`src/rtl/fp_to_int_pipe.sv`:
```
// Three-stage IEEE-754 single to signed 32-bit integer converter (truncate toward zero)
// with saturation, inexact flag, valid/ready flow control and a saturating overflow counter.
module fp_to_int_pipe #(
  parameter int CNT_W = 16
) (
  input  logic             clk,
  input  logic             reset,
  input  logic [31:0]      in_data,
  input  logic             in_valid,
  output logic             in_ready,
  output logic [31:0]      out_data,
  output logic             out_valid,
  input  logic             out_ready,
  output logic             out_ovf,
  output logic             out_inexact,
  output logic [CNT_W-1:0] ovf_count
);

  logic adv;

  logic        s1_valid_q;
  logic        s1_sign_q;
  logic [7:0]  s1_exp_q;
  logic [23:0] s1_mant_q;

  logic        s2_valid_q;
  logic        s2_sign_q;
  logic        s2_ovf_q;
  logic        s2_inexact_q;
  logic [31:0] s2_mag_q;

  logic        s2_sign_d;
  logic        s2_ovf_d;
  logic        s2_inexact_d;
  logic [31:0] s2_mag_d;
  logic [7:0]  rshift;
  logic [23:0] low_mask;

  logic        out_valid_q;
  logic        out_ovf_q;
  logic        out_inexact_q;
  logic [31:0] out_data_q;
  logic [31:0] out_data_d;
  logic        out_inexact_d;

  logic [CNT_W-1:0] ovf_count_q;

  // The whole pipeline moves as one unit whenever the output slot is free or draining.
  assign adv      = ~out_valid_q | out_ready;
  assign in_ready = adv;

  always_comb begin
    s2_sign_d    = s1_sign_q;
    s2_ovf_d     = 1'b0;
    s2_inexact_d = 1'b0;
    s2_mag_d     = '0;
    rshift       = 8'd150 - s1_exp_q;
    low_mask     = ~(24'hFFFFFF << rshift);
    if (s1_exp_q == 8'd255) begin
      // NaN saturates positive whatever its sign bit says.
      s2_ovf_d = 1'b1;
      if (s1_mant_q[22:0] != 23'd0) s2_sign_d = 1'b0;
    end else if (s1_exp_q >= 8'd158) begin
      if (s1_sign_q && (s1_exp_q == 8'd158) && (s1_mant_q[22:0] == 23'd0))
        s2_mag_d = 32'h8000_0000;
      else
        s2_ovf_d = 1'b1;
    end else if (s1_exp_q >= 8'd151) begin
      s2_mag_d = {8'd0, s1_mant_q} << (s1_exp_q - 8'd150);
    end else if (s1_exp_q >= 8'd127) begin
      s2_mag_d     = {8'd0, s1_mant_q} >> rshift;
      s2_inexact_d = (s1_mant_q & low_mask) != 24'd0;
    end else begin
      s2_inexact_d = s1_mant_q != 24'd0;
    end
  end

  always_comb begin
    out_inexact_d = s2_inexact_q & ~s2_ovf_q;
    if (s2_ovf_q)
      out_data_d = s2_sign_q ? 32'h8000_0000 : 32'h7FFF_FFFF;
    else
      out_data_d = s2_sign_q ? (32'd0 - s2_mag_q) : s2_mag_q;
  end

  always_ff @(posedge clk) begin
    if (reset) begin
      s1_valid_q    <= 1'b0;
      s1_sign_q     <= 1'b0;
      s1_exp_q      <= '0;
      s1_mant_q     <= '0;
      s2_valid_q    <= 1'b0;
      s2_sign_q     <= 1'b0;
      s2_ovf_q      <= 1'b0;
      s2_inexact_q  <= 1'b0;
      s2_mag_q      <= '0;
      out_valid_q   <= 1'b0;
      out_ovf_q     <= 1'b0;
      out_inexact_q <= 1'b0;
      out_data_q    <= '0;
    end else if (adv) begin
      s1_valid_q    <= in_valid;
      s1_sign_q     <= in_data[31];
      s1_exp_q      <= in_data[30:23];
      s1_mant_q     <= (in_data[30:23] == 8'd0) ? 24'd0 : {1'b1, in_data[22:0]};
      s2_valid_q    <= s1_valid_q;
      s2_sign_q     <= s2_sign_d;
      s2_ovf_q      <= s2_ovf_d;
      s2_inexact_q  <= s2_inexact_d;
      s2_mag_q      <= s2_mag_d;
      out_valid_q   <= s2_valid_q;
      out_ovf_q     <= s2_ovf_q;
      out_inexact_q <= out_inexact_d;
      out_data_q    <= out_data_d;
    end
  end

  // Counts delivered overflow results only, sticking at all-ones.
  always_ff @(posedge clk) begin
    if (reset)
      ovf_count_q <= '0;
    else if (out_valid_q && out_ready && out_ovf_q && !(&ovf_count_q))
      ovf_count_q <= ovf_count_q + 1'b1;
  end

  assign out_valid   = out_valid_q;
  assign out_data    = out_data_q;
  assign out_ovf     = out_ovf_q;
  assign out_inexact = out_inexact_q;
  assign ovf_count   = ovf_count_q;

endmodule
```
`config.mk`:
```
export PLATFORM = sky130hd
export DESIGN_NAME = fp_to_int_pipe
export DESIGN_NICKNAME = d
export VERILOG_FILES = /design/src/rtl/fp_to_int_pipe.sv
export SDC_FILE = /design/constraint.sdc
export NUM_CORES = 1
export LEC_CHECK = 0
export CAP_MARGIN = 20
export CORE_ASPECT_RATIO = 1.1
export CORE_UTILIZATION = 35
export CTS_BUF_LIST = sky130_fd_sc_hd__clkbuf_4
export DETAILED_ROUTE_END_ITERATION = 8
export PLACE_DENSITY_LB_ADDON = 0.12
export SLEW_MARGIN = 20
export SYNTH_ARGS = -nofsm -noshare
export SYNTH_HDL_FRONTEND = slang
export SYNTH_SLANG_ARGS = --single-unit
```
`constraint.sdc`:
```
create_clock -name clk -period 3.6 [get_ports clk]
set_input_delay 0.54 -clock clk [delete_from_list [all_inputs] [get_ports clk]]
set_output_delay 0.54 -clock clk [all_outputs]
set_load 0.01 [all_outputs]
```
==> results of run 1 <==
## flip-flops by register name (all words and copies together) (netlist names), 8 cells and up
name       flops
out_data      32
s2_mag_q      32
s1_exp_q       8
s1_mant_q     24
ovf_count     16
## logic make-up (layout without fill, tap and decap cells)
family          count (synthesis)  in the layout  synth area share
compound gates                363            363             0.271
buf+inv                       127            174            0.0564
simple gates                  434            434             0.222
other cells                     0              2                 0
mux                            82             82             0.141
flops                         121            121             0.270
fa+ha+maj                       8              8            0.0109
xor+xnor                       30             30            0.0292
## power by group through the flow
stage	registers [mW]	logic (mW)	clock network [mW]
finish	1.50	1.07	1.14
CTS	1.49	1.06	1.18
detailed placement	1.52	1.06	0
global route	1.51	1.17	1.24
floorplan	1.48	0.745	0
global placement	1.52	1.06	0
## stage by stage
stage | cells | setup slack, ps
after floorplan | 1165 | 270
after global placement | 1526 | 522
after detailed placement | 1526 | 560
after CTS | 1558 | 518
after global routing | 1560 | 259
final | 1560 | 389
## how the worst min path moves through the flow
stage,startpoint,end,slack [ps]
2_1_floorplan,s1_valid_q,s1_valid_q,430
3_3_place_gp,out_inexact,out_inexact,440
4_1_cts,out_data[1],out_data[1],460
5_1_grt,out_data[1],out_data[1],480
6_report,out_data[1],out_data[1],460
3_5_place_dp,out_data[1],out_data[1],450
## area by class of cell
class	instances	area, um^2	share of cell area
Sequential cell	121	2420	0.231
Clock inverter	15	188	0.0179
Tap cell	346	433	0.0412
Antenna cell	2	5.00	0.000477
Multi-Input combinational cell	917	6090	0.580
Clock buffer	17	128	0.0122
Inverter	13	48.8	0.00465
Timing Repair Buffer	129	1180	0.113
## worst max-delay path: cells and delay by family (launching register included)
family	cells	cell delay, ps
AND/OR/NAND/NOR	3	940
AO/OA/AOI/OAI	2	850
flip-flops	1	460
adder cells (fa/ha/maj)	1	350
XOR/XNOR	1	270
buffers and inverters	1	250
## metal layers
layer / global-route usage / vias up
met3: 0.0300 / 63
met2: 0.391 / 348
met4: 0.0994 / 0
li1: - / 4436
met5: 0 / -
met1: 0.337 / 4428
## layout by cell type (no fill, tap or decap), types with 7 or more instances in the layout
cell type | synthesis | final
sky130_fd_sc_hd__nand3_1 | 28 | 28
sky130_fd_sc_hd__a21oi_1 | 91 | 90
sky130_fd_sc_hd__and3_1 | 12 | 12
sky130_fd_sc_hd__a311oi_1 | 8 | 8
sky130_fd_sc_hd__dfxtp_1 | 121 | 119
sky130_fd_sc_hd__a21o_1 | 10 | 10
sky130_fd_sc_hd__nor4_1 | 12 | 12
sky130_fd_sc_hd__clkdlybuf4s50_1 | 0 | 86
sky130_fd_sc_hd__xor2_1 | 19 | 17
sky130_fd_sc_hd__a221oi_1 | 22 | 22
sky130_fd_sc_hd__a22oi_1 | 28 | 28
sky130_fd_sc_hd__nor3_1 | 37 | 37
sky130_fd_sc_hd__o21ai_0 | 66 | 66
sky130_fd_sc_hd__and2_1 | 9 | 9
sky130_fd_sc_hd__buf_4 | 0 | 43
sky130_fd_sc_hd__mux4_2 | 34 | 34
sky130_fd_sc_hd__clkbuf_4 | 0 | 17
sky130_fd_sc_hd__or3_1 | 10 | 10
sky130_fd_sc_hd__xnor2_1 | 11 | 10
sky130_fd_sc_hd__o31ai_1 | 11 | 11
sky130_fd_sc_hd__nor2_1 | 136 | 136
sky130_fd_sc_hd__nand2b_1 | 7 | 7
sky130_fd_sc_hd__nand2_1 | 144 | 144
sky130_fd_sc_hd__a211oi_1 | 23 | 23
sky130_fd_sc_hd__a211o_1 | 12 | 12
sky130_fd_sc_hd__inv_1 | 7 | 7
sky130_fd_sc_hd__mux2_2 | 14 | 14
sky130_fd_sc_hd__ha_1 | 7 | 7
sky130_fd_sc_hd__o22ai_1 | 9 | 9
sky130_fd_sc_hd__mux2i_1 | 34 | 34
sky130_fd_sc_hd__a31oi_1 | 15 | 15
sky130_fd_sc_hd__nand4_1 | 11 | 11
sky130_fd_sc_hd__a2111oi_0 | 10 | 10
==> results.txt, run 1 <==
Clock slew at the register clock pins of the worst setup and hold paths: 140 ps
Worst hold slack: 460 ps
Antenna violations before repair: 2
Number of instances in the synthesized netlist: 1165
Run status: finished, final reports clean
Critical register-to-register path startpoint: s1_exp_q[1]
Clock skew: 23.4 ps
Worst setup path end: s2_mag_q[7]
Final weighted congestion in routability-driven placement: 0.910
H-tree level count: 4
I/O pin count: 88
Placed instance area: 10200 um^2
Number of synthesized flops with an enable pin: 0
Sequence of cells on the critical path: ha_1 -> xnor2_2 -> buf_4 -> nor3_1 -> nand2_1 -> a2111oi_0 -> a2111oi_0 -> nor3_1
Worst setup slack for register-to-register paths: 390 ps
Top sig layer: met4
Logic pwr share: 0.288
Synth cell types: 75
Maximum ir drop on the vdd rail: 0.000220 V
DRT met1 WL: 14800 um
Filler Cells Inserted: 2635
Critical-path maximum fanout: 11
Number of buffers inserted to repair setup after CTS: 0
Maximum number of pins on one net before global-route repair: 68
Share of layout cells above drive strength 1: 0.122
Total standard cell area after synthesis: 8980 um^2
Highest attainable clock frequency: 311 MHz
Syn-to-layout area delta: 16.9%
Routed Antenna Nets: 0
Number of CTS-inserted buffers: 17
Worst Setup Start Kind: register
Part of the power in the clock network: 0.308
Power consumption: 3.71 mW
Tightest slew margin relative to the limit: 0.400
Average routed wire per standard cell: 20.4 um
Internal portion of total power: 2.34 mW
Post-layout nets: 1242
Unrepaired setup endpoints after global routing: false
Max capacitance violation total: 0
Share of the cycle needed by the critical path after routing: 0.892
Die area: 26300 um^2
Worst r2r path cells: 8
Via count of the first global-routing pass: 8646
Clock insertion delay at the later pin of the skew report: 570 ps
Count of pins over their slew limit: 0
Detailed-route wire length: 31900 um
Part of the Yosys area used for sequential elements: 0.270
Timing startpoint of the critical path: s1_exp_q[1]
Hold WC Path Type: reg -> reg
Avg Vias per Cell: 5.95
Pwr/cell area: 354 nW/um^2
Initial detailed-routing violation count: 759
Critical path class: reg -> reg
Share of the core filled with cells: 0.416
Top-count cell post-synth: sky130_fd_sc_hd__nand2_1
Remaining global-route overflow: 0
Worst Setup End Kind: register
Maximum clock path buffer count: 2
Leakage Power: 3.90 nW
Sink count of the clock tree: 121
Number of buffer cells added on primary ports: 87
Total GRT Usage: 0.246
CTS resizes: 0
Critical path required time: 4080 ps
Detailed-router iteration count before antenna repair: 6
Number of DRC violations after detailed routing: 0
Leading register cell type out of synthesis: sky130_fd_sc_hd__dfxtp_1
Min Clock Period, post-route: 3210 ps
Pin slew with the least headroom to its limit: 891 ps
Slowest CP cell: sky130_fd_sc_hd__a2111oi_0
Area share of the largest cell type after synthesis: 0.270
Endpoints failing setup: 0
Cells on Worst Hold Path: 2
Cell types with the highest counts after synthesis: 144 x sky130_fd_sc_hd__nand2_1, 136 x sky130_fd_sc_hd__nor2_1, 121 x sky130_fd_sc_hd__dfxtp_1
Capture point of the worst reg-to-reg path: s2_mag_q[7]
Area of the core: 25300 um^2
Hold bufs inserted after CTS: 0
Switching power summed over all nets: 1.37 mW
Arrival time of data at the critical path endpoint: 3690 ps
Starting utilization of the core area: 0.356
Horizontal extent of the die: 155 um
Register share of total power: 0.403
Post-synthesis average cell area: 7.71 um^2
Sw frac: 0.369
Final-report hold violation count: 0
Total number of yosys warnings: 0
Detailed placer's ending HPWL: 23000 um
FP Rows: 61
Post-route design area: 10500 um^2
Total negative setup slack: 0 ps
Maximum single-stage delay on the critical path: 690 ps
Met2 WL: 14600 um
Vert. Die Dim: 170 um
Top post-synthesis cells by area: sky130_fd_sc_hd__dfxtp_1 27%, sky130_fd_sc_hd__mux4_2 8.5%, sky130_fd_sc_hd__nand2_1 6.0%
Library cell used as clock root buffer: sky130_fd_sc_hd__clkbuf_4
DR vias: 9275
TritonCTS clock tree: done
Post-Syn Nets: 1208
Async set-reset flop share out of synthesis: 0
Cell taking the most area after synthesis: sky130_fd_sc_hd__dfxtp_1
Global-route wire length before repair: 50400 um
Met3 routed wirelength: 1500 um
Post-synthesis register bit count: 121
(Power assumes the default switching activity.)
==> run 2, diff against run 1 <==
CORE_MARGIN = 2   (was not set)
==> results.txt, run 2 (synthesis gave the netlist of run 1 again) <==
CTS resizes: 0
Hold WC Path Type: in -> reg
Count of pins over their slew limit: 0
Worst r2r path cells: 8
Maximum clock path buffer count: 2
Multi-input gate area: 6090 um^2
Starting utilization of the core area: 0.356
Max capacitance violation total: 0
TritonCTS clock tree: done
Pwr/cell area: 349 nW/um^2
Critical register-to-register path startpoint: s1_exp_q[2]
H-tree level count: 4
Cells on Worst Hold Path: 2
Number of buffer cells added on primary ports: 87
Number of CTS-inserted buffers: 17
Maximum ir drop on the vdd rail: 0.000169 V
Capture point of the worst reg-to-reg path: s2_mag_q[10]
Detailed-router iteration count before antenna repair: 5
Global Route met1 Usage: 0.324
Vert. Die Dim: 172 um
Register share of total power: 0.413
Final-report hold violation count: 0
Arrival time of data at the critical path endpoint: 3710 ps
Library cell used as clock root buffer: sky130_fd_sc_hd__clkbuf_4
Run status: finished, final reports clean
Horizontal extent of the die: 157 um
Logic pwr share: 0.289
Initial detailed-routing violation count: 771
Worst Setup End Kind: register
Number of buffers inserted to repair setup after CTS: 0
Post-layout nets: 1239
Syn-to-layout area delta: 16.6%
Cell Count, Final, Fillers Out: 1555
Tightest slew margin relative to the limit: 0.410
Remaining global-route overflow: 0
Most common cell after layout, fill and taps aside: sky130_fd_sc_hd__nand2_1
Endpoints failing setup: 0
Total GRT Usage: 0.234
Critical-path maximum fanout: 25
Clock skew: 36.6 ps
Storage cell area: 2420 um^2
Share of layout cells above drive strength 1: 0.119
Pin slew with the least headroom to its limit: 878 ps
Total negative setup slack: 0 ps
Global-route wire length before repair: 49300 um
Clock slew at the register clock pins of the worst setup and hold paths: 150 ps
Detailed-route wire length: 31500 um
Clock insertion delay at the later pin of the skew report: 570 ps
Worst Setup Start Kind: register
DR vias: 9209
Highest-utilization routing layer at the global route stage: met2
Sink count of the clock tree: 121
Critical path required time: 4080 ps
# placed instances: 1523
Critical path class: reg -> reg
Commonest cells after routing, fill and taps aside: 144 x sky130_fd_sc_hd__nand2_1, 136 x sky130_fd_sc_hd__nor2_1, 119 x sky130_fd_sc_hd__dfxtp_1
Avg Vias per Cell: 5.92
Sw frac: 0.362
Die area: 27000 um^2
Antenna violations before repair: 1
I/O pin count: 88
Unrepaired setup endpoints after global routing: false
Switching power summed over all nets: 1.32 mW
FP Rows: 61
Global Route met3 Usage: 0.0341
Leakage Power: 3.89 nW
Average routed wire per standard cell: 20.3 um
Hold bufs inserted after CTS: 0
Routed Antenna Nets: 0
Worst setup slack for register-to-register paths: 370 ps
Power consumption: 3.65 mW
Highest attainable clock frequency: 310 MHz
Filler Cells Inserted: 2625
Internal portion of total power: 2.33 mW
Number of DRC violations after detailed routing: 0
Part of the power in the clock network: 0.298
Share of the cycle needed by the critical path after routing: 0.897
Min Clock Period, post-route: 3230 ps
Area of the core: 25300 um^2
Final weighted congestion in routability-driven placement: 0.930
Met2 routing resource usage after global routing: 0.368
Detailed placer's ending HPWL: 22800 um
Via count of the first global-routing pass: 8481
Hold-critical path endpoint: s1_mant_q[16]
Origin of the worst min-delay path: reset
Worst hold slack: 450 ps
Maximum number of pins on one net before global-route repair: 84
-- run 2: cell count changes in the layout (fill, tap and decap cells not counted) --
cell                         delta
sky130_fd_sc_hd__clkinvlp_4     -2
sky130_fd_sc_hd__buf_4          -4
sky130_fd_sc_hd__buf_12         +1
sky130_fd_sc_hd__clkinv_2       +2
sky130_fd_sc_hd__clkinv_4       +3
sky130_fd_sc_hd__diode_2        -1
sky130_fd_sc_hd__inv_6          -4
-- run 2: worst max path at each step --
stage                     start      endpoint  slack, ps  depth (start not counted)
floorplan           s1_exp_q[0]   s2_mag_q[0]        270                         12
global placement    s1_exp_q[2]  s2_mag_q[10]        540                          8
detailed placement  s1_exp_q[2]  s2_mag_q[19]        450                          8
CTS                 s1_exp_q[2]  s2_mag_q[19]        360                          8
global route        s1_exp_q[2]  s2_mag_q[21]         50                          8
finish              s1_exp_q[2]  s2_mag_q[10]        370                          8
-- run 2: final cells by class --
type	instances	area share
sequential	121	0.232
inverter	13	0.00466
tap	346	0.0413
clock inverter	14	0.0166
antenna	1	0.000239
multi-input combinational	917	0.581
clock buffer	17	0.0122
timing repair buffer	126	0.112
-- run 2: through the flow --
step / util / instance area, um^2 / setup slack (ps)
final: 0.415 / 10500 / 369
after floorplan: - / 8980 / 270
after detailed placement: 0.403 / 10200 / 450
after global routing: 0.415 / 10500 / 54.6
after global placement: 0.403 / 10200 / 537
after CTS: 0.414 / 10500 / 361
-- run 2: worst max-delay path, cell delays in order, from the launching register on --
cell,delay (ps)
sky130_fd_sc_hd__dfxtp_1,690
sky130_fd_sc_hd__ha_1,430
sky130_fd_sc_hd__nand2b_1,150
sky130_fd_sc_hd__a21boi_0,520
sky130_fd_sc_hd__nor2_1,140
sky130_fd_sc_hd__buf_4,250
sky130_fd_sc_hd__a2111oi_0,580
sky130_fd_sc_hd__o22ai_1,220
sky130_fd_sc_hd__a21oi_1,160
-- run 2: power groups by stage --
| stage | Sequential, mW | Combinational, mW | Clock (mW) |
|---|---|---|---|
| after floorplan | 1.48 | 0.745 | 0 |
| after global placement | 1.53 | 1.05 | 0 |
| after detailed placement | 1.54 | 1.04 | 0 |
| after CTS | 1.51 | 1.05 | 1.13 |
| after global routing | 1.52 | 1.15 | 1.18 |
| final | 1.51 | 1.06 | 1.09 |
-- run 2: metal layers --
metal,vias to the layer above,wire (um)
li1,4408,-
met1,4419,14500
met2,324,14500
met3,58,1650
met4,0,910
met5,-,0
